`src/rtl/ex_alu_pipe.sv`:
```
// Execute-stage ALU with a valid/ready handshake on both sides, a registered
// result and flags, optional ADD/SUB saturation and an iterative shift-add
// multiplier that takes DATA_W cycles.
//
// Handshake: a transfer happens on a rising edge where valid and ready are
// both high. Upstream must hold its inputs stable while in_valid=1 and
// in_ready=0. Downstream sees ALU_result held stable while out_valid=1 and
// out_ready=0. in_ready never depends on in_valid.
module ex_alu_pipe #(
    parameter int DATA_W = 32,
    parameter int IMM_W  = 17,
    parameter int MUL_EN = 1
) (
    input  logic              clk,
    input  logic              rst_n,
    input  logic              in_valid,
    output logic              in_ready,
    input  logic [3:0]        alu_opcode,
    input  logic [DATA_W-1:0] s_data,
    input  logic [DATA_W-1:0] t_data,
    input  logic [IMM_W-1:0]  imm,
    input  logic              use_imm,
    input  logic              sat_en,
    input  logic              update_flag_ov,
    input  logic              update_flag_neg,
    input  logic              update_flag_zero,
    output logic              out_valid,
    input  logic              out_ready,
    output logic [DATA_W-1:0] ALU_result,
    output logic              flag_ov,
    output logic              flag_neg,
    output logic              flag_zero,
    output logic              busy,
    output logic [0:0]        dbg_state
);

    localparam logic [0:0] ST_IDLE = 1'b0;
    localparam logic [0:0] ST_MUL  = 1'b1;

    localparam int SHW = $clog2(DATA_W);
    localparam int CW  = $clog2(DATA_W) + 1;

    localparam logic [3:0] OP_ADD = 4'd0;
    localparam logic [3:0] OP_SUB = 4'd1;
    localparam logic [3:0] OP_AND = 4'd2;
    localparam logic [3:0] OP_OR  = 4'd3;
    localparam logic [3:0] OP_NOR = 4'd4;
    localparam logic [3:0] OP_SLL = 4'd5;
    localparam logic [3:0] OP_SRL = 4'd6;
    localparam logic [3:0] OP_SRA = 4'd7;
    localparam logic [3:0] OP_MUL = 4'd8;

    localparam logic [DATA_W-1:0] MAX_POS = {1'b0, {(DATA_W-1){1'b1}}};
    localparam logic [DATA_W-1:0] MIN_NEG = {1'b1, {(DATA_W-1){1'b0}}};

    logic [0:0]          state_q, state_d;
    logic [CW-1:0]       cnt_q, cnt_d;
    logic                out_valid_q, out_valid_d;
    logic [DATA_W-1:0]   result_q;
    logic                flag_ov_q, flag_neg_q, flag_zero_q;
    logic [2*DATA_W-1:0] mcand_q;
    logic [DATA_W-1:0]   mplier_q;
    logic [2*DATA_W-1:0] acc_q;
    logic [2:0]          upd_q;

    logic [DATA_W-1:0]   src1;
    logic [SHW-1:0]      sh;
    logic [DATA_W-1:0]   sum, diff;
    logic [DATA_W-1:0]   alu_res;
    logic                alu_ov, alu_neg;
    logic                is_mul;
    logic                accept;
    logic [2*DATA_W-1:0] acc_nx;
    logic                mul_last;
    logic                wr_alu, wr_en;
    logic [DATA_W-1:0]   wr_res;
    logic                wr_ov, wr_neg;
    logic [2:0]          wr_upd;

    assign in_ready   = rst_n && (state_q == ST_IDLE) && (!out_valid_q || out_ready);
    assign accept     = in_valid && in_ready;
    assign out_valid  = out_valid_q;
    assign ALU_result = result_q;
    assign flag_ov    = flag_ov_q;
    assign flag_neg   = flag_neg_q;
    assign flag_zero  = flag_zero_q;
    assign busy       = (state_q == ST_MUL);
    assign dbg_state  = state_q;

    // Single-cycle ALU: operand select, arithmetic with saturation, logic and shifts.
    always_comb begin
        src1    = use_imm ? DATA_W'($signed(imm)) : t_data;
        sh      = src1[SHW-1:0];
        sum     = s_data + src1;
        diff    = s_data - src1;
        alu_res = '0;
        alu_ov  = 1'b0;
        alu_neg = 1'b0;
        is_mul  = (MUL_EN != 0) && (alu_opcode == OP_MUL);
        case (alu_opcode)
            OP_ADD: begin
                alu_ov  = (s_data[DATA_W-1] == src1[DATA_W-1]) &&
                          (sum[DATA_W-1] != s_data[DATA_W-1]);
                alu_neg = sum[DATA_W-1] ^ alu_ov;
                alu_res = (sat_en && alu_ov) ? (alu_neg ? MIN_NEG : MAX_POS) : sum;
            end
            OP_SUB: begin
                alu_ov  = (s_data[DATA_W-1] != src1[DATA_W-1]) &&
                          (diff[DATA_W-1] != s_data[DATA_W-1]);
                alu_neg = diff[DATA_W-1] ^ alu_ov;
                alu_res = (sat_en && alu_ov) ? (alu_neg ? MIN_NEG : MAX_POS) : diff;
            end
            OP_AND: alu_res = s_data & src1;
            OP_OR:  alu_res = s_data | src1;
            OP_NOR: alu_res = ~(s_data | src1);
            OP_SLL: alu_res = s_data << sh;
            OP_SRL: alu_res = s_data >> sh;
            OP_SRA: alu_res = $signed(s_data) >>> sh;
            default: alu_res = '0;
        endcase
        // Logic and shift ops report the plain result sign.
        if (alu_opcode inside {OP_AND, OP_OR, OP_NOR, OP_SLL, OP_SRL, OP_SRA}) begin
            alu_neg = alu_res[DATA_W-1];
        end
    end

    // Multiplier step and selection of what gets written to the output registers.
    always_comb begin
        acc_nx   = acc_q + (mplier_q[0] ? mcand_q : '0);
        mul_last = (state_q == ST_MUL) && (cnt_q == CW'(DATA_W - 1));
        wr_alu   = accept && !is_mul;
        wr_en    = wr_alu || mul_last;
        wr_res   = wr_alu ? alu_res : acc_nx[DATA_W-1:0];
        wr_ov    = wr_alu ? alu_ov  : (acc_nx[2*DATA_W-1:DATA_W] != '0);
        wr_neg   = wr_alu ? alu_neg : acc_nx[DATA_W-1];
        wr_upd   = wr_alu ? {update_flag_ov, update_flag_neg, update_flag_zero} : upd_q;
    end

    // Next state for the FSM, step counter and output-valid bit.
    always_comb begin
        state_d     = state_q;
        cnt_d       = cnt_q;
        out_valid_d = out_valid_q;
        if (out_valid_q && out_ready) begin
            out_valid_d = 1'b0;
        end
        if (wr_en) begin
            out_valid_d = 1'b1;
        end
        case (state_q)
            ST_IDLE: begin
                if (accept && is_mul) begin
                    state_d = ST_MUL;
                    cnt_d   = '0;
                end
            end
            ST_MUL: begin
                cnt_d = cnt_q + 1'b1;
                if (mul_last) begin
                    state_d = ST_IDLE;
                end
            end
            default: state_d = ST_IDLE;
        endcase
    end

    // Control registers.
    always_ff @(posedge clk or negedge rst_n) begin
        if (!rst_n) begin
            state_q     <= ST_IDLE;
            cnt_q       <= '0;
            out_valid_q <= 1'b0;
        end else begin
            state_q     <= state_d;
            cnt_q       <= cnt_d;
            out_valid_q <= out_valid_d;
        end
    end

    // Shift-add datapath: load operands on accept, one partial product per edge.
    always_ff @(posedge clk or negedge rst_n) begin
        if (!rst_n) begin
            mcand_q  <= '0;
            mplier_q <= '0;
            acc_q    <= '0;
            upd_q    <= '0;
        end else if (accept && is_mul) begin
            mcand_q  <= {{DATA_W{1'b0}}, s_data};
            mplier_q <= src1;
            acc_q    <= '0;
            upd_q    <= {update_flag_ov, update_flag_neg, update_flag_zero};
        end else if (state_q == ST_MUL) begin
            mcand_q  <= mcand_q << 1;
            mplier_q <= mplier_q >> 1;
            acc_q    <= acc_nx;
        end
    end

    // Result and condition flags; each flag only moves when its captured update bit is set.
    always_ff @(posedge clk or negedge rst_n) begin
        if (!rst_n) begin
            result_q    <= '0;
            flag_ov_q   <= 1'b0;
            flag_neg_q  <= 1'b0;
            flag_zero_q <= 1'b0;
        end else if (wr_en) begin
            result_q <= wr_res;
            if (wr_upd[2]) flag_ov_q   <= wr_ov;
            if (wr_upd[1]) flag_neg_q  <= wr_neg;
            if (wr_upd[0]) flag_zero_q <= (wr_res == '0);
        end
    end

endmodule

```
`config.mk`:
```
export PLATFORM = sky130hd
export DESIGN_NAME = ex_alu_pipe
export DESIGN_NICKNAME = d
export VERILOG_FILES = /design/src/rtl/ex_alu_pipe.sv
export SDC_FILE = /design/constraint.sdc
export NUM_CORES = 1
export LEC_CHECK = 0
export ABC_AREA = 1
export BUFFER_PORTS_ARGS = -buffer_cell sky130_fd_sc_hd__buf_2
export CAP_MARGIN = 10
export CORE_ASPECT_RATIO = 0.9
export CORE_MARGIN = 4
export CORE_UTILIZATION = 35
export DETAILED_ROUTE_END_ITERATION = 8
export PLACE_DENSITY = 0.51
export SLEW_MARGIN = 30
export SYNTH_ARGS = -nofsm -noshare
export SYNTH_HDL_FRONTEND = slang
export SYNTH_SLANG_ARGS = --single-unit
```
`constraint.sdc`:
```
create_clock -name clk -period 7.07 [get_ports clk]
set_clock_uncertainty 0.05 [all_clocks]
set_input_delay 1.414 -clock clk [delete_from_list [all_inputs] [get_ports clk]]
set_output_delay 1.414 -clock clk [all_outputs]
set_load 0.05 [all_outputs]
```
==> run summary <==
The flow ran to the end, and the final reports show no timing, DRC or antenna violations. The footprint of the flip-flops and latches came out at 5160 µm². Dividing the synthesized area by the synthesized cell count gives 5.85 µm². In this run the register-to-register setup slack is 2280 ps. The number of different library cells in the post-synthesis netlist is 54. The share of the synthesized area in compound gates (AO/OA/AOI/OAI) is 16.0%. The switching share of power is 49.6%.

The largest net degree at the start of global routing came out at 68. The global-route congestion overflow total is 0. The DRC violation count after routing is 0. After layout, the worst path uses 91.0% of the clock period.

In the final layout, the share of cells above drive strength 1 is 7.82%. The half-perimeter wire length after placement is 102 mm. The simple logic cell fraction of the synthesized area is 41.2%. The clock network accounts for 21.7% of the total power. The class of the tightest hold or removal check is register to register.

The internal power of the cells is 3.63 mW. The die width came out at 286 µm. Across all layers, the routed design uses 29527 vias.

The post-synthesis net count is 4427. The length in cells of the worst reg-to-reg path came out at 19. For this design the static power due to leakage is 14.5 nW. The detailed router finished its first iteration with 4033 violations. The detail route stage leaves a number of antenna-violating nets equal to 0. The placeable core region came out at 68800 µm². The via density per instance is 5.67. Fill cells in the final layout number 7893. In the final routed layout, each cell accounts on average for 24.2 µm.

The worst hold path begins at mplier_q[3]$_DFFE_PN0P_. The relative slew slack is 31.9%. The post-route non-filler standard cell count is 5206. Once the floorplan was initialized, standard cells occupied 35.5% of the core. The number of synthesized flops with an enable pin is 0. The number of antenna violations at the first check in global routing came out at 3.

The critical setup path kind is input port to register. The routability congestion estimate from global placement is 1.04. The synthesized netlist cell count came out at 4165. Counting the buffers created by CTS gives 28. The total negative slack is 0 ps. In this run, the combinational gates consume 50.6% of the power.

The count of input and output buffers came out at 132. Sequential elements use 21.1% of the synthesized area. The number of optimization iterations in the first detailed-route pass came out at 8.

The power density over the cells is 265 nW/µm². The final-report max-slew violation count was 0. The die extent in y is 258 µm. The number of placed I/O pins is 133. The completed layout was analyzed and its total power is 7.20 mW. At the pin with the least slew margin, the transition time is 1020 ps.

Summed over all nets, the switching power comes to 3.57 mW. The worst-case IR drop observed on VDD is 0.000225 V. STA puts the critical path data arrival time at 6910 ps. The count of synthesis-stage warnings from yosys came out at 0. The adder-cell share of the synthesized area is 8.78%.

The clock root buffer is clkbuf_16. The area growth from synthesis to layout is 11.3%. The maximum fanout encountered on the critical timing path is 23.

The number of buffers added for setup after CTS is 0. Clock tree synthesis found a total of 206 sinks. The final core area utilization is 39.5%.

The insertion delay of the later-clocked pin in the worst-skew pair came out at 600 ps. The max-cap violation count came out at 0. The maximum clock insertion buffer count is 3. TritonCTS built the clock tree. The H-tree level count is 1. The count of endpoints failing hold in the final timing report was 0.

The cell that appears most often on the critical path is nand2_1. The worst path required time came out at 7550 ps. The delay of the slowest critical-path stage came out at 510 ps. Including well taps, the total number of placed cells is 5148. The summed instance area of the synthesized netlist is 24400 µm². Setup violations remaining at the end of the flow were counted as 0. Registers are responsible for 27.7% of the overall power. The worst register-to-register path begins at mplier_q[0]$_DFFE_PN0P_.

The first global-routing pass estimated 183 mm of wire. The worst setup path is captured at a register. The multiplexer share of the synthesized area came out at 0%. The number of rows in the core area came out at 91. The peak clock frequency supported by timing came out at 155 MHz. The count of nets after finishing is 4510. Setup repair after global routing left no endpoint under its margin.

The most frequently used flop master after synthesis is dfrtp_1. The number of storage elements in the synthesis netlist came out at 206. The number of resized instances in the post-cts repair step came out at 0. The via count of the first global-routing pass is 27213. Counting flops with an async set or reset pin after synthesis yields a share of 100%. Along the worst hold path, the cell count comes to 2. The post-synthesis share of cell area spent on xor and xnor gates came out at 1.11%. The endpoint identified for the worst register-to-register timing path is flag_ov$_DFFE_PN0P_. Subtracting the final worst setup slack from the clock period gives 6430 ps. The aggregate global-route resource usage is 32.9%. The worst setup path is launched from an input port. By area, the combinational part of the netlist is dominated by simple AND/OR/NAND/NOR gates. The hold-critical path endpoint is mplier_q[3]$_DFFE_PN0P_. In the final layout, the multi-input gates occupy 16400 µm². The full die area came out at 74000 µm². The routed design has 126 mm of wire. In this run, post-CTS hold repair placed 0 buffers.

The slowest stage of the critical path is the fa_1 cell. The clock input transition at the sequential cells of the worst setup and hold paths is 60 ps.
## critical path: cells and delay by family
kind                     cells  cell delay [ps]
adder cells (fa/ha/maj)      2              980
AND/OR/NAND/NOR             22             2620
AO/OA/AOI/OAI                5              960
buffers and inverters        6              910
## cells in the final DEF (no fill, tap or decap), drive strengths merged, types with 37 or more instances in the layout
| cell type | instances |
|---|---|
| nand4 | 51 |
| dfrtp | 206 |
| nor2 | 410 |
| nand2 | 1265 |
| o211ai | 37 |
| buf | 218 |
| inv | 557 |
| o21ai | 245 |
| clkbuf | 37 |
| a21oi | 205 |
| nand3 | 584 |
| ha | 163 |
## routing by layer
layer	share of wire (%)	GRT usage, %	up-vias
li1	-	-	13811
met1	49	52.9	13967
met2	36	42.7	1571
met3	12	7.73	176
met4	2.9	8.48	2
met5	0.010	0	-
## cell families (layout without fill, tap and decap cells)
group,count (synthesis),in the layout
xor+xnor,31,31
compound gates,664,664
other cells,0,6
flops,206,206
buf+inv,722,827
fa+ha+maj,168,168
simple gates,2374,2374
## per-stage QoR
step	setup WS, ps	instance area (µm²)	hold WS, ps
after CTS	786	27100	437
final	635	27100	432
after detailed placement	184	26100	419
after floorplan	1280	24400	399
after global routing	226	27100	452
after global placement	189	26100	417
## power by group through the flow
stage	clock (mW)	sequential, mW	combinational (mW)
floorplan	0	2.16	2.16
global placement	0	2.00	3.57
detailed placement	0	1.99	3.56
CTS	1.59	1.98	3.57
global route	1.63	2.05	3.98
finish	1.56	2.00	3.64
## cell type report
class                   instances  area share [%]
diodes                          6          0.0553
clock buffers                  37            2.90
clock inverters                15           0.733
inverters                     557            7.70
multi-input cells            3237            60.4
flip-flops and latches        206            19.0
well taps                     930            4.29
repair buffers                218            4.94
## sequential cells by signal, indices dropped and copies added, names as in the netlist
| register | flops |
|---|---|
| acc_q | 64 |
| mcand_q | 64 |
| ALU_result | 32 |
| mplier_q | 32 |
| cnt_q | 6 |
| upd_q | 3 |
| busy | 1 |
| flag_neg | 1 |
| flag_ov | 1 |
| flag_zero | 1 |
| out_valid | 1 |
## synthesized netlist by cell type (8+ instances only)
| cell | n | area [µm²] |
|---|---|---|
| nand4_1 | 51 | 319 |
| a31oi_1 | 28 | 175 |
| xnor2_1 | 9 | 78.8 |
| nor2_1 | 405 | 1520 |
| o22ai_1 | 32 | 200 |
| nor3_1 | 32 | 160 |
| o211ai_1 | 37 | 278 |
| inv_2 | 11 | 41.3 |
| o21ai_0 | 229 | 1150 |
| a22oi_1 | 18 | 135 |
| a221oi_1 | 16 | 140 |
| nand3_1 | 578 | 2890 |
| buf_2 | 61 | 305 |
| o21ai_1 | 15 | 75.1 |
| a22o_1 | 36 | 315 |
| xor2_1 | 22 | 193 |
| dfrtp_1 | 206 | 5150 |
| nand2_2 | 13 | 81.3 |
| inv_1 | 543 | 2040 |
| nand2_1 | 1248 | 4680 |
| a21oi_1 | 204 | 1020 |
| ha_1 | 163 | 2040 |
| buf_6 | 8 | 90.1 |
| clkbuf_1 | 84 | 315 |
| o21bai_1 | 17 | 128 |
| o221ai_1 | 20 | 175 |
| or2_2 | 16 | 100 |
## how the worst max path moves through the flow
stage / from / end / slack (ps)
floorplan: use_imm / flag_zero$_DFFE_PN0P_ / 1280
detailed placement: use_imm / flag_zero$_DFFE_PN0P_ / 180
global placement: use_imm / flag_zero$_DFFE_PN0P_ / 190
finish: use_imm / flag_zero$_DFFE_PN0P_ / 640
CTS: use_imm / flag_zero$_DFFE_PN0P_ / 790
global route: use_imm / flag_zero$_DFFE_PN0P_ / 230
No activity file was read; power rests on OpenSTA's default activity.
